<file path="src/rtl/button_pkg.sv">
// Shared constants and key index names for the push-button front end.
// Contents:
//   *_DEFAULT constants : default parameter values for button_debounce_pulse
//   key_idx_e           : named key positions on the btn_* buses
//   max_int             : helper used to size the auto-repeat hold counter
// Optional feature macro elsewhere in this slice: BUTTON_AUTOREPEAT_EN.
package button_pkg;

  localparam int NUM_BUTTONS_DEFAULT     = 4;
  localparam int DEBOUNCE_CYCLES_DEFAULT = 500000;    // 10 ms at 50 MHz
  localparam int REPEAT_DELAY_DEFAULT    = 25000000;  // 500 ms at 50 MHz
  localparam int REPEAT_PERIOD_DEFAULT   = 10000000;  // 200 ms at 50 MHz

  typedef enum logic [1:0] {
    KEY_GAME_CHANGE = 2'd0,
    KEY_CONFIRM     = 2'd1,
    KEY_BACK        = 2'd2,
    KEY_AUX         = 2'd3
  } key_idx_e;

  function automatic int max_int(input int a, input int b);
    return (a > b) ? a : b;
  endfunction

endpackage

</file>
<file path="src/rtl/debounce_channel.sv">
// Single key channel: 2-FF synchroniser, polarity normalisation, debounce
// counter and registered press/release strobes.
// Ports:
//   clk           in  system clock
//   rst_n         in  asynchronous active-low reset
//   btn_raw       in  raw asynchronous key pin
//   btn_level     out debounced state, 1 = pressed
//   press_pulse   out 1-cycle strobe on accepted press (and auto-repeat)
//   release_pulse out 1-cycle strobe on accepted release
// Macro BUTTON_AUTOREPEAT_EN adds a hold counter that re-issues press_pulse
// REPEAT_DELAY cycles after the press and every REPEAT_PERIOD cycles after.
module debounce_channel
  import button_pkg::*;
#(
  parameter int DEBOUNCE_CYCLES = DEBOUNCE_CYCLES_DEFAULT,
  parameter bit ACTIVE_LOW      = 1'b1,
  parameter int REPEAT_DELAY    = REPEAT_DELAY_DEFAULT,
  parameter int REPEAT_PERIOD   = REPEAT_PERIOD_DEFAULT
) (
  input  logic clk,
  input  logic rst_n,
  input  logic btn_raw,
  output logic btn_level,
  output logic press_pulse,
  output logic release_pulse
);

  localparam int              CNT_W        = $clog2(DEBOUNCE_CYCLES + 1);
  localparam logic [CNT_W-1:0] CNT_TC      = CNT_W'(DEBOUNCE_CYCLES - 1);
  localparam logic            RELEASED_PIN = ACTIVE_LOW;

  logic             sync1_q, sync2_q;
  logic             s;
  logic [CNT_W-1:0] cnt_q, cnt_d;
  logic             level_q, level_d;
  logic             press_q, press_d;
  logic             release_q, release_d;
  logic             accept;

  // Synchroniser resets to the released pin level so reset never looks like a press.
  always_ff @(posedge clk or negedge rst_n) begin
    if (!rst_n) begin
      sync1_q <= RELEASED_PIN;
      sync2_q <= RELEASED_PIN;
    end else begin
      sync1_q <= btn_raw;
      sync2_q <= sync1_q;
    end
  end

  assign s = sync2_q ^ ACTIVE_LOW;

  // Any sample equal to the current level restarts the count, so only an
  // unbroken run of DEBOUNCE_CYCLES differing samples is accepted.
  always_comb begin
    cnt_d   = cnt_q;
    level_d = level_q;
    accept  = 1'b0;
    if (s == level_q) begin
      cnt_d = '0;
    end else if (cnt_q == CNT_TC) begin
      level_d = s;
      cnt_d   = '0;
      accept  = 1'b1;
    end else begin
      cnt_d = cnt_q + 1'b1;
    end
  end

  assign release_d = accept & ~s;

`ifdef BUTTON_AUTOREPEAT_EN
  localparam int HOLD_W = $clog2(max_int(REPEAT_DELAY, REPEAT_PERIOD) + 1);
  localparam logic [HOLD_W-1:0] DELAY_TC  = HOLD_W'(REPEAT_DELAY - 1);
  localparam logic [HOLD_W-1:0] PERIOD_TC = HOLD_W'(REPEAT_PERIOD - 1);

  logic [HOLD_W-1:0] hold_q, hold_d;
  logic              armed_q, armed_d;   // first repeat already issued
  logic              rep_fire;

  always_comb begin
    hold_d   = hold_q;
    armed_d  = armed_q;
    rep_fire = 1'b0;
    if (!level_q) begin
      hold_d  = '0;
      armed_d = 1'b0;
    end else if ((!armed_q && hold_q == DELAY_TC) || (armed_q && hold_q == PERIOD_TC)) begin
      // Suppressed on the release edge so press and release never coincide.
      rep_fire = level_d;
      hold_d   = '0;
      armed_d  = 1'b1;
    end else begin
      hold_d = hold_q + 1'b1;
    end
  end

  always_ff @(posedge clk or negedge rst_n) begin
    if (!rst_n) begin
      hold_q  <= '0;
      armed_q <= 1'b0;
    end else begin
      hold_q  <= hold_d;
      armed_q <= armed_d;
    end
  end

  assign press_d = (accept & s) | rep_fire;
`else
  logic unused_repeat_cfg;
  assign unused_repeat_cfg = ^{REPEAT_DELAY[0], REPEAT_PERIOD[0]};
  assign press_d = accept & s;
`endif

  always_ff @(posedge clk or negedge rst_n) begin
    if (!rst_n) begin
      cnt_q     <= '0;
      level_q   <= 1'b0;
      press_q   <= 1'b0;
      release_q <= 1'b0;
    end else begin
      cnt_q     <= cnt_d;
      level_q   <= level_d;
      press_q   <= press_d;
      release_q <= release_d;
    end
  end

  assign btn_level     = level_q;
  assign press_pulse   = press_q;
  assign release_pulse = release_q;

endmodule

</file>
<file path="src/rtl/button_debounce_pulse.sv">
// Push-button front end: NUM_BUTTONS independent debounce channels.
// press_pulse[KEY_GAME_CHANGE] drives the game-option selector advance.
// Ports:
//   clk           in  system clock
//   rst_n         in  asynchronous active-low reset
//   btn_raw       in  [NUM_BUTTONS] raw asynchronous key pins
//   btn_level     out [NUM_BUTTONS] debounced state, 1 = pressed
//   press_pulse   out [NUM_BUTTONS] 1-cycle strobe on accepted press (and auto-repeat)
//   release_pulse out [NUM_BUTTONS] 1-cycle strobe on accepted release
// Macro BUTTON_AUTOREPEAT_EN enables per-channel auto-repeat (see debounce_channel).
module button_debounce_pulse
  import button_pkg::*;
#(
  parameter int NUM_BUTTONS     = NUM_BUTTONS_DEFAULT,
  parameter int DEBOUNCE_CYCLES = DEBOUNCE_CYCLES_DEFAULT,
  parameter bit ACTIVE_LOW      = 1'b1,
  parameter int REPEAT_DELAY    = REPEAT_DELAY_DEFAULT,
  parameter int REPEAT_PERIOD   = REPEAT_PERIOD_DEFAULT
) (
  input  logic                   clk,
  input  logic                   rst_n,
  input  logic [NUM_BUTTONS-1:0] btn_raw,
  output logic [NUM_BUTTONS-1:0] btn_level,
  output logic [NUM_BUTTONS-1:0] press_pulse,
  output logic [NUM_BUTTONS-1:0] release_pulse
);

  for (genvar i = 0; i < NUM_BUTTONS; i++) begin : g_ch
    debounce_channel #(
      .DEBOUNCE_CYCLES(DEBOUNCE_CYCLES),
      .ACTIVE_LOW     (ACTIVE_LOW),
      .REPEAT_DELAY   (REPEAT_DELAY),
      .REPEAT_PERIOD  (REPEAT_PERIOD)
    ) u_ch (
      .clk          (clk),
      .rst_n        (rst_n),
      .btn_raw      (btn_raw[i]),
      .btn_level    (btn_level[i]),
      .press_pulse  (press_pulse[i]),
      .release_pulse(release_pulse[i])
    );
  end

endmodule
</file>
<file path="config.mk">
export PLATFORM = sky130hd
export DESIGN_NAME = button_debounce_pulse
export DESIGN_NICKNAME = d
export VERILOG_FILES = /design/src/rtl/button_pkg.sv /design/src/rtl/debounce_channel.sv /design/src/rtl/button_debounce_pulse.sv
export SDC_FILE = /design/constraint.sdc
export NUM_CORES = 1
export LEC_CHECK = 0
export CAP_MARGIN = 25
export CORE_MARGIN = 5
export CORE_UTILIZATION = 39
export CTS_CLUSTER_DIAMETER = 100
export DETAILED_ROUTE_END_ITERATION = 6
export DONT_BUFFER_PORTS = 1
export GPL_TIMING_DRIVEN = 0
export HOLD_SLACK_MARGIN = 0.05
export PLACE_DENSITY = 0.59
export SLEW_MARGIN = 10
export SYNTH_ARGS = -nofsm -noshare
export SYNTH_HDL_FRONTEND = slang
export SYNTH_SLANG_ARGS = --single-unit
</file>
<file path="constraint.sdc">
create_clock -name clk -period 2.4 [get_ports clk]
set_input_delay 0.48 -clock clk [delete_from_list [all_inputs] [get_ports clk]]
set_output_delay 0.48 -clock clk [all_outputs]
set_load 0.005 [all_outputs]
</file>
==> key figures <==
Run status
  • Run status: finished, violations left
  • Failing checks: hold timing

Critical path
  • Crit start category: flop
  • Max Fanout on Critical Path: 10
  • Critical path arrival: approximately 2.4 ns
  • Worst r2r dst: g_ch[2].u_ch.cnt_q[6]
  • Worst setup path startpoint: g_ch[2].u_ch.cnt_q[0]
  • Reg2Reg Depth: 7
  • Crit path to: g_ch[2].u_ch.cnt_q[6]
  • Worst r2r src: g_ch[2].u_ch.cnt_q[0]
  • Worst path slowest cell: o21ai_2
  • R2r setup slk: 0.20 ns
  • Worst Setup End Kind: flop
  • Critical Path RT: 2.62 ns
  • CP max stage delay: 0.42 ns
  • CP Class: flop to flop
  • CP Cell Sequence: ha_1, and4_1, clkbuf_1, nand2_1, o21ai_2, buf_2, nor2_1

Clock tree
  • CTS Buf Count: 9
  • CTS Sinks: 96
  • Clk root buf: clkbuf_16
  • CTS tree: built
  • Setup Fix Bufs, Post-CTS: 0
  • Clk slew on worst S/H paths: ~0.060 ns
  • Later-pin clock latency in the skew report: 0.34 ns
  • Max H-tree Level: 3
  • Max Buffers Root-to-Sink: 2

Final layout
  • Utilization after layout: 44.3%
  • Register area: 2410 um2
  • Area growth, synth to finish: 11.6%
  • Filler cell count in the final layout: 1,110
  • Area of the multi-input gates: 1980 um2
  • Post-route insts no fill: 608
  • ANT cells: 0
  • Share of cells above drive strength 1: 10.1%
  • Nets: 470

Drt
  • Post-Route WL: 8340 um
  • Vias: 3,285
  • Wirelength per Cell: about 14 um
  • Vias per cell: about 5.4
  • Pre-Repair DR Iteration Count: 4
  • Initial DRC Count: 211
  • Antenna Nets Post-Route: 0
  • DRC violations left: 0

Timing
  • Final Hold Viols: 88
  • Final Max Tran Viols: 0
  • Setup Viol. Count Final: 0
  • Slew HR: 68.0%
  • Achievable Freq: 454 MHz
  • Crit share post-route: just over 90%
  • Slew @ Worst Pin: 0.478 ns
  • Clock Skews: approximately 0.0064 ns
  • RSZ-0062 raised after global routing: false
  • Hold WS: -0.168 ns
  • Min cycle time layout: 2.20 ns
  • TNS Setup: 0 ns

Die
  • Core Area: 11,400 um2
  • Initial Util: 39.7%
  • Die area: 13,900 um2
  • FP Rows: 39
  • Die Span X: 118 um
  • Num ports: 18
  • Die Span Y: 118 um

Power and ir drop
  • Pwr dens: 644 nW/um2
  • Final Power: 3.26 mW
  • Peak supply drop: approximately 0.74 mV
  • Leak: 1.99 nW

Placement
  • Placed Cells: 593
  • Hpwl dp: 5750 um
  • GP Congestion: 0.805
  • IO buf count: 0

Global routing
  • Global-route wire length before repair: 14,900 um
  • Total grt overflow: 0
  • Initial antenna violation count: 0
  • Vias in the first global route: ~3,300
  • Overall routing resource usage: 12.8%
  • Largest net degree at the start of global routing: 97

Synthesis
  • Post-synth cell types: 38
  • Syn Area/Cell: 10.1 um2
  • Yosys warning count: 0
  • Top_reg_cell synth: dfrtp_1
  • Seq/Total Area, Yosys: 53.2%
  • Number of synthesized flops with an enable pin: 0
  • Async SR Flop Fraction: 100%
  • Syn nets: 460
  • Cell Area, Synth: ~4500 um2
  • Register bit total from synthesis: 96
  • Gate Count Post-Synth: 450

Worst hold path
  • HP Class: input port to async pin

Flow run
  • Max Cap Violations: 0
[cells in the mapped netlist (all sizes together) (4+ instances only)]
master  instances  area, um2
dfstp           8        210
nor4           12       75.1
buf            14        100
and4            5       45.0
o31ai          10       85.1
clkbuf          6       22.5
a21oi          21        105
nor2           61        229
inv            11       41.3
nand3          28        150
nor3           11       55.1
xor2           15        131
ha              4       50.1
o21ai          18       93.8
xnor2          36        315
or3            15       93.8
nand4          19        119
or4            10       75.1
and3           10       62.6
nand2          28        105
and2            4       25.0
dfrtp          88       2200
[layout make-up]
cell class | instances | area share, %
buffer | 19 | 2.38
clock buffer | 9 | 4.45
clock inverter | 7 | 1.90
inverter | 11 | 0.816
multi-input combinational | 323 | 39.2
sequential | 96 | 47.7
tap | 143 | 3.54
[registers in the layout, indices dropped and copies added, names as in the netlist]
name                     flops
g_ch.u_ch.sync1_q            4
g_ch.u_ch.sync2_q            4
g_ch.u_ch.btn_level          4
g_ch.u_ch.press_pulse        4
g_ch.u_ch.cnt_q             76
g_ch.u_ch.release_pulse      4
[worst min path at each step]
stage,startpoint,to,slack [ns],cells after the start
floorplan,rst_n,g_ch[0].u_ch.btn_level,0.18,0
global placement,rst_n,g_ch[3].u_ch.cnt_q[12],0.19,0
detailed placement,rst_n,g_ch[3].u_ch.cnt_q[11],0.19,0
CTS,rst_n,g_ch[1].u_ch.cnt_q[1],-0.18,0
global route,rst_n,g_ch[3].u_ch.release_pulse,-0.19,0
finish,rst_n,g_ch[3].u_ch.cnt_q[14],-0.17,0
[where the power goes]
part / internal [mW] / switching (mW) / total, mW
Sequential: 1.65 / 0.0233 / 1.67
Clock: 0.914 / 0.609 / 1.52
Combinational: 0.0234 / 0.0400 / 0.0634
Total: 2.58 / 0.673 / 3.26
[placed cells by master (no fill, tap or decap), drive strengths merged, types with 15 or more instances in the layout]
master	n
dfrtp	88
nor2	61
xnor2	36
nand2	28
nand3	28
a21oi	21
nand4	19
o21ai	18
or3	15
xor2	15
[critical path, delay by kind of cell (launching register included)]
kind / cells / cell delay, ns
flops: 1 / 0.39
buf+inv: 2 / 0.55
simple gates: 3 / 0.50
fa+ha+maj: 1 / 0.22
compound gates: 1 / 0.42
[cells by family after synthesis]
family	after synthesis	synth area share, %
and+or+nand+nor	216	25.3
adders and majority gates	4	1.10
muxes	2	0.442
xor gates and xnor gates	51	9.86
DFF	96	53.2
AOI/OAI and AO/OA	50	6.46
buffers and inverters	31	3.62
[what timing repair did]
| item | in CTS | in global routing |
|---|---|---|
| endpoints found under the setup margin | 10 | 30 |
| gates resized for setup | 1 | 5 |
| endpoints found under the hold margin | 96 | 96 |
[per-layer routing]
metal	GRT usage, %	vias to the layer above	wire length, um	share of wire (%)
met5	0	-	0	0
met1	16.0	1607	3790	45
met2	21.0	57	4060	49
met4	6.24	0	185	2.2
met3	2.98	12	307	3.7
li1	-	1609	-	-
[stage by stage]
stage | worst slack (ns) | cell area [um2]
6_report | 0.197 | 5060
5_1_grt | 0.0175 | 5060
4_1_cts | 0.0223 | 5030
3_5_place_dp | -0.0255 | 4710
3_3_place_gp | 0.0539 | 4710
2_1_floorplan | 0.497 | 4530
Power figures use the tool's default switching activity.
